**config.mk**
```make
export PLATFORM = sky130hd
export DESIGN_NAME = cpl_payload_packer
export DESIGN_NICKNAME = d
export VERILOG_FILES = /design/src/rtl/drc_pkg.sv /design/src/rtl/dw_accumulator.sv /design/src/rtl/cpl_payload_packer.sv
export SDC_FILE = /design/constraint.sdc
export NUM_CORES = 1
export LEC_CHECK = 0
export CORE_MARGIN = 5
export CORE_UTILIZATION = 52
export CTS_CLUSTER_SIZE = 12
export DETAILED_ROUTE_END_ITERATION = 10
export PLACE_DENSITY = 0.76
export SLEW_MARGIN = 20
export SYNTH_ARGS = -nofsm -noshare
export SYNTH_HDL_FRONTEND = slang
export SYNTH_HIERARCHICAL = 1
export SYNTH_SLANG_ARGS = --single-unit
```
**constraint.sdc**
```tcl
create_clock -name i_clk -period 4.8 [get_ports i_clk]
set_input_delay 0.96 -clock i_clk [delete_from_list [all_inputs] [get_ports i_clk]]
set_output_delay 0.96 -clock i_clk [all_outputs]
set_load 0.01 [all_outputs]
```
**src/rtl/drc_pkg.sv**
```systemverilog
// Shared definitions for the completion payload packer: DW geometry, FSM states
// and the DW-count to thermometer-enable helper.
package drc_pkg;

  localparam int unsigned DW_W    = 32;
  localparam int unsigned IN_DWS  = 2;
  localparam int unsigned OUT_DWS = 4;
  localparam int unsigned IN_W    = DW_W * IN_DWS;
  localparam int unsigned OUT_W   = DW_W * OUT_DWS;
  localparam int unsigned HOLD_W  = DW_W * 3;
  localparam int unsigned CAT_W   = DW_W * 5;
  localparam int unsigned CNT_W   = 3;

  typedef enum logic [1:0] {
    IDLE   = 2'd0,
    IN_CPL = 2'd1,
    FLUSH  = 2'd2
  } state_t;

  // Map a DW count (1..4) to its thermometer enable; 0 maps to no enables.
  function automatic logic [OUT_DWS-1:0] cnt_to_dwen(input logic [CNT_W-1:0] i_cnt);
    logic [OUT_DWS-1:0] v_dwen;
    case (i_cnt)
      3'd0:    v_dwen = 4'b0000;
      3'd1:    v_dwen = 4'b0001;
      3'd2:    v_dwen = 4'b0011;
      3'd3:    v_dwen = 4'b0111;
      default: v_dwen = 4'b1111;
    endcase
    return v_dwen;
  endfunction

endpackage

```
**src/rtl/dw_accumulator.sv**
```systemverilog
// DW accumulator: holds up to three DWs, appends incoming beats in order and
// exposes the combined (held + new) word plus its DW count.
module dw_accumulator
  import drc_pkg::*;
(
  input  logic               i_clk,
  input  logic               i_rst,
  input  logic               i_push,
  input  logic               i_pop,
  input  logic [IN_W-1:0]    i_data,
  input  logic [1:0]         i_dw_valid,
  output logic [OUT_W-1:0]   o_word_c,
  output logic [CNT_W-1:0]   o_total_c,
  output logic               o_full_c
);

  logic [HOLD_W-1:0] r_held;
  logic [1:0]        r_fill;

  logic [1:0]        w_n;
  logic [IN_W-1:0]   w_beat;
  logic [CAT_W-1:0]  w_cat;

  // Compact the valid DWs of the beat to the low end; DW0 precedes DW1.
  always_comb begin
    w_n    = 2'b00;
    w_beat = '0;
    if (i_push) begin
      w_n = 2'(i_dw_valid[0]) + 2'(i_dw_valid[1]);
      case (i_dw_valid)
        2'b11:   w_beat = i_data;
        2'b01:   w_beat = IN_W'(i_data[DW_W-1:0]);
        2'b10:   w_beat = IN_W'(i_data[IN_W-1:DW_W]);
        default: w_beat = '0;
      endcase
    end
  end

  // Held DWs are kept zero above the fill, so OR-ing in the shifted beat is safe.
  assign w_cat     = CAT_W'(r_held) | (CAT_W'(w_beat) << {r_fill, 5'b00000});
  assign o_total_c = CNT_W'(r_fill) + CNT_W'(w_n);
  assign o_full_c  = (o_total_c >= CNT_W'(OUT_DWS));
  assign o_word_c  = w_cat[OUT_W-1:0];

  always_ff @(posedge i_clk) begin
    if (i_rst) begin
      r_held <= '0;
      r_fill <= 2'd0;
    end else if (i_pop) begin
      if (o_full_c) begin
        r_held <= HOLD_W'(w_cat[CAT_W-1:OUT_W]);
        r_fill <= 2'(o_total_c - CNT_W'(OUT_DWS));
      end else begin
        r_held <= '0;
        r_fill <= 2'd0;
      end
    end else if (i_push) begin
      r_held <= w_cat[HOLD_W-1:0];
      r_fill <= 2'(o_total_c);
    end
  end

endmodule

```
**src/rtl/cpl_payload_packer.sv**
```systemverilog
// Packs a 64-bit completion payload stream into 128-bit DW-enabled words,
// flushing partial words at every completion end and flagging request completion.
module cpl_payload_packer
  import drc_pkg::*;
#(
  parameter int unsigned P_TAG_W  = 8,
  parameter bit          P_STRICT = 1'b1
) (
  input  logic               i_clk,
  input  logic               i_rst,
  input  logic               s_valid,
  output logic               s_ready,
  input  logic [IN_W-1:0]    s_data,
  input  logic [1:0]         s_dw_valid,
  input  logic               s_sop,
  input  logic               s_eop,
  input  logic [P_TAG_W-1:0] s_tag,
  input  logic               s_last_cpl,
  output logic [P_TAG_W-1:0] packer_tag,
  output logic [OUT_W-1:0]   packer_dout,
  output logic [OUT_DWS-1:0] packer_dout_dwen,
  output logic               packer_valid,
  output logic               packer_done,
  output logic               o_proto_err
);

  state_t             r_state;
  logic [P_TAG_W-1:0] r_tag;
  logic               r_last;

  logic               w_fire;
  logic               w_err;
  logic               w_acc;
  logic               w_last;
  logic [P_TAG_W-1:0] w_tag;
  state_t             w_nxt;
  logic               w_emit;
  logic               w_pop;
  logic               w_done;
  logic [OUT_DWS-1:0] w_dwen;
  logic [OUT_W-1:0]   w_word;
  logic [CNT_W-1:0]   w_total;
  logic               w_full;

  dw_accumulator u_acc (
    .i_clk      (i_clk),
    .i_rst      (i_rst),
    .i_push     (w_acc),
    .i_pop      (w_pop),
    .i_data     (s_data),
    .i_dw_valid (s_dw_valid),
    .o_word_c   (w_word),
    .o_total_c  (w_total),
    .o_full_c   (w_full)
  );

  // Beat qualification: protocol violations are dropped without touching state.
  always_comb begin
    w_fire = s_valid && s_ready;
    w_err  = P_STRICT && w_fire &&
             (!s_dw_valid[0] ||
              (r_state == IDLE   && !s_sop) ||
              (r_state == IN_CPL &&  s_sop));
    w_acc  = w_fire && !w_err && (r_state != FLUSH);
    w_last = (w_acc && s_sop) ? s_last_cpl : r_last;
    w_tag  = (w_acc && s_sop) ? s_tag      : r_tag;
  end

  // Next-state and word-emission decisions.
  always_comb begin
    w_nxt  = r_state;
    w_emit = 1'b0;
    w_pop  = 1'b0;
    w_done = 1'b0;
    w_dwen = 4'b1111;
    if (r_state == FLUSH) begin
      w_emit = 1'b1;
      w_pop  = 1'b1;
      w_dwen = cnt_to_dwen(w_total);
      w_done = r_last;
      w_nxt  = IDLE;
    end else if (w_acc) begin
      if (s_eop) begin
        w_emit = 1'b1;
        w_pop  = 1'b1;
        if (w_total > CNT_W'(OUT_DWS)) begin
          w_nxt = FLUSH;
        end else begin
          w_dwen = cnt_to_dwen(w_total);
          w_done = w_last;
          w_nxt  = IDLE;
        end
      end else begin
        w_nxt = IN_CPL;
        if (w_full) begin
          w_emit = 1'b1;
          w_pop  = 1'b1;
        end
      end
    end
  end

  always_ff @(posedge i_clk) begin
    if (i_rst) begin
      r_state          <= IDLE;
      r_tag            <= '0;
      r_last           <= 1'b0;
      s_ready          <= 1'b1;
      packer_tag       <= '0;
      packer_dout      <= '0;
      packer_dout_dwen <= '0;
      packer_valid     <= 1'b0;
      packer_done      <= 1'b0;
      o_proto_err      <= 1'b0;
    end else begin
      r_state      <= w_nxt;
      s_ready      <= (w_nxt != FLUSH);
      r_tag        <= w_tag;
      r_last       <= w_last;
      packer_valid <= w_emit;
      packer_done  <= w_done;
      o_proto_err  <= o_proto_err | w_err;
      if (w_emit) begin
        packer_tag       <= w_tag;
        packer_dout      <= w_word;
        packer_dout_dwen <= w_dwen;
      end
    end
  end

endmodule

```
==> flow_summary.toml <==
[status]
run_status = "finished clean"

[power_and_ir_drop]
static-leakage-power_nw = 4.946
areal_power_density_over_the_cells_nw_per_um2 = 322.8
ir_drop_uv = 348.3

[clock_network]
count_of_h_tree_levels_built_during_cts = 1
ctsLongestPathBuffers = 3
cts_buffers = 28
postCtsHoldBufs = 0
cts.sink_count = 253
cts.reportedPaths.clkPinSlew_ns = 0.06
cts_repair_resize_count = 0
clock_tree_from_tritoncts = "yes"
clk-insertion-delay-late_ns = 0.53
clock_tree_root_driver_cell = "clkbuf_16"
cts_setup_buffers = 0

[drt]
drt-pass1-iter-count = 5
post_route_ant_nets = 0
post-route-drc-count = 0
vias = 11447
sum_of_routed_wire_segments_on_met1_um = 15230
postRouteWirelength_um = 35900
detailroute.wirelength.met2_um = 16840
met3RoutedLength_um = 2935
routed.top_layer = "met5"
drt-initial-drc-count = 1031
post_drt_wl_per_cell_um = 18.27
detail_route.vias_per_cell = 5.825

[synth]
ys_seq_elements = 253
synthMuxAreaShare_pct = 0.9696
combinational_family_with_the_most_area_after_synthesis = "compound AO/OA/AOI/OAI gates"
synth_fa_ha_area_share_pct = 0.7272
synth_sequential_area_ratio_pct = 44.60
avg_cell_area_syn_sq_um = 7.566
synthXorXnorAreaFrac_pct = 0.1543
synthesis.nets = 1587
ys.warnings.count = 6
mappedNetlistArea_sq_um = 11360
post_synthesis_compound_gate_area_fraction_pct = 28.09
syn_inst = 1501
synth-simple-area-share_pct = 20.05
synth.lib_cells_used.distinct = 45

[min_path]
timing.hold.worst_endpoint = "packer_dout[122]$_SDFFE_PP0P_"
min-delay-start = "packer_dout[122]$_SDFFE_PP0P_"
hold-path-cell-count = 2
worstHoldPathType = "flop to flop"

[global_routing]
grt_overflow_total = 0
largest_net_degree_at_the_start_of_global_routing = 132
grt_first_pass_wirelength_um = 56660
grt_util_all_layers_pct = 27.70
first_global_vias = 11078
antenna_found_initial = 1

[place]
placement.io_buffers = 223
post-place-ws_ns = 0.1973
detailedPlacementHpwl_um = 22320
placed_area_sq_um = 13570
globalplace.congestion = 0.8828
dp.cells = 1914

[critical_path]
startpoint_kind_of_the_worst_setup_timing_path = "input port"
ff_to_ff_path_depth = 12
critical_path.reg2reg.startpoint = "r_state[1]$_SDFF_PP0_"
path_class = "input port to flop"
critPathMaxFanout = 31
cp-startpoint = "s_sop"
reg2reg_setup_slack_ns = 1.13
worst_ep_arrival_time_ns = 4.59
r2r-end = "u_acc/r_held[29]$_SDFFE_PP0P_"
required_ns = 5.18
endpoint_type_of_the_worst_setup_path = "flop"

[timing]
finalHoldViolations = 0
hold_slack_ns = 0.4490
timing.final.max_slew_violations = 0
worst_tran_pin_value_ns = 0.9779
final_period_minus_worst_setup_slack_ns = 4.210
timing.clock.skew_ns = 0.01325
setup_repair_after_global_routing_missed_its_margin = "false"
tcrit_tclk_final_pct = 87.71
fmax_mhz = 237.5
finalWorstSetupSlack_ns = 0.5897
setup_viol = 0
max_slew_margin_pct = 34.80
setup_tns_ns = 0

[layout]
fin_cells = 1965
layout-area-overhead-vs-synth_pct = 27.40
post_route_cells_drive_above_1_share_pct = 5.285
layout.cell_area.non_filler_sq_um = 14470
nNetsFinal = 1750
number_of_filler_instances_in_the_final_layout = 1800

[floorplanning]
starting_utilization_of_the_core_area_pct = 52.36
floorplan.die_area_sq_um = 24890
pin_count = 224
fp.coreArea_sq_um = 21690
floorplan.die.height_um = 157.8
die_width_um = 157.8
rows = 54

[run]
maxCapViolCount = 0
-- worst max path at each step --
stage	end	slack [ns]
after floorplan	u_acc/r_held[32]$_SDFFE_PP0P_	0.45
after global placement	u_acc/r_held[2]$_SDFFE_PP0P_	0.35
after detailed placement	u_acc/r_held[19]$_SDFFE_PP0P_	0.20
after CTS	u_acc/r_held[29]$_SDFFE_PP0P_	0.69
after global routing	u_acc/r_held[1]$_SDFFE_PP0P_	0.41
final	u_acc/r_held[29]$_SDFFE_PP0P_	0.59
-- power by group --
| part | leakage [nW] | internal, W | switching (W) |
|---|---|---|---|
| registers | 2.04 | 0.00212 | 0.0000131 |
| clock network | 0.450 | 0.00123 | 0.000846 |
| logic | 2.46 | 0.000163 | 0.000300 |
-- cell type report --
cell class	instances	area, sq um	area share (%)
Antenna cell	1	2.502	0.01730
Clock buffer	40	817.0	5.647
Clock inverter	10	75.07	0.5189
Inverter	5	21.27	0.1470
Multi-Input combinational cell	1129	5702	39.41
Sequential cell	253	5065	35.01
Tap cell	280	350.3	2.422
Timing Repair Buffer	247	2435	16.83
-- synth_stat cells (all sizes together) --
master / n / share of area (%)
ha: 5 / 0.55
o211ai: 2 / 0.13
o32ai: 31 / 2.4
nor2: 89 / 3.0
and2: 36 / 2.0
o21ai: 194 / 8.6
a21oi: 259 / 11
nand2: 357 / 12
fa: 1 / 0.18
mux2i: 11 / 0.97
nor3: 33 / 1.5
nor4b: 1 / 0.21
and4b: 1 / 0.099
nor2b: 3 / 0.19
a22oi: 1 / 0.066
nand2b: 2 / 0.11
a21boi: 32 / 2.1
clkbuf: 67 / 2.2
dfxtp: 253 / 45
inv: 5 / 0.17
o2111ai: 1 / 0.077
nand3b: 1 / 0.066
nand4: 2 / 0.11
buf: 47 / 3.0
a2111oi: 1 / 0.077
and4bb: 3 / 0.33
xnor2: 1 / 0.077
xor2: 1 / 0.077
or2: 4 / 0.22
o21ba: 1 / 0.088
and3: 1 / 0.055
a31oi: 2 / 0.11
nor3b: 1 / 0.066
a211oi: 10 / 0.66
o21a: 34 / 2.2
a2bb2oi: 2 / 0.15
and3b: 2 / 0.15
nand3: 4 / 0.18
-- routing by layer --
layer	global-route usage [%]	vias to the layer above
met5	0	-
met4	8.644	2
met3	4.811	80
met2	45.85	505
met1	37.09	5350
li1	-	5510
-- critical path: stages --
cell,delay (ns)
clkdlybuf4s50_1,0.44
nor2b_2,0.17
xnor2_1,0.43
nor2_4,0.08
and2_1,0.16
ha_1,0.19
fa_1,0.50
o21ai_0,0.27
o21a_4,0.19
inv_4,0.11
or2_2,0.58
o21ai_0,0.34
o32ai_1,0.13
-- logic make-up (layout without fill, tap and decap cells) --
kind of cell / after synthesis / count (layout)
adder cells (fa/ha/maj): 6 / 6
multiplexers: 11 / 11
XOR/XNOR: 2 / 2
flip-flops: 253 / 253
AND/OR/NAND/NOR: 540 / 540
AO/OA/AOI/OAI: 570 / 570
buffers and inverters: 119 / 302
other: 0 / 1
-- state kept, by name, summed over array words and instances, names as in the netlist, 2 cells and up --
name / count
r_state: 2
packer_dout_dwen: 4
packer_tag: 8
packer_dout: 128
u_acc/r_fill: 2
r_tag: 8
u_acc/r_held: 96
-- cell usage in the layout (no fill, tap or decap), types with 5 or more instances in the layout --
cell type | synthesis | final
a211oi_1 | 10 | 10
a21boi_0 | 32 | 32
a21oi_1 | 259 | 259
and2_1 | 36 | 36
buf_4 | 4 | 23
clkbuf_1 | 66 | 6
clkbuf_16 | 0 | 29
clkbuf_8 | 0 | 5
clkdlybuf4s50_1 | 0 | 222
clkinv_2 | 0 | 9
dfxtp_1 | 253 | 253
mux2i_1 | 11 | 11
nand2_1 | 357 | 357
nor2_1 | 85 | 83
nor3_1 | 33 | 33
o21a_1 | 34 | 33
o21ai_0 | 194 | 194
o32ai_1 | 31 | 31
-- metrics by stage --
step / util (%) / power (W)
floorplan: - / 0.002458
global route: 66.70 / 0.004831
detailed placement: 62.58 / 0.002634
global placement: 62.58 / 0.002628
CTS: 66.70 / 0.004690
finish: 66.71 / 0.004671
No activity file was read; power rests on OpenSTA's default activity.
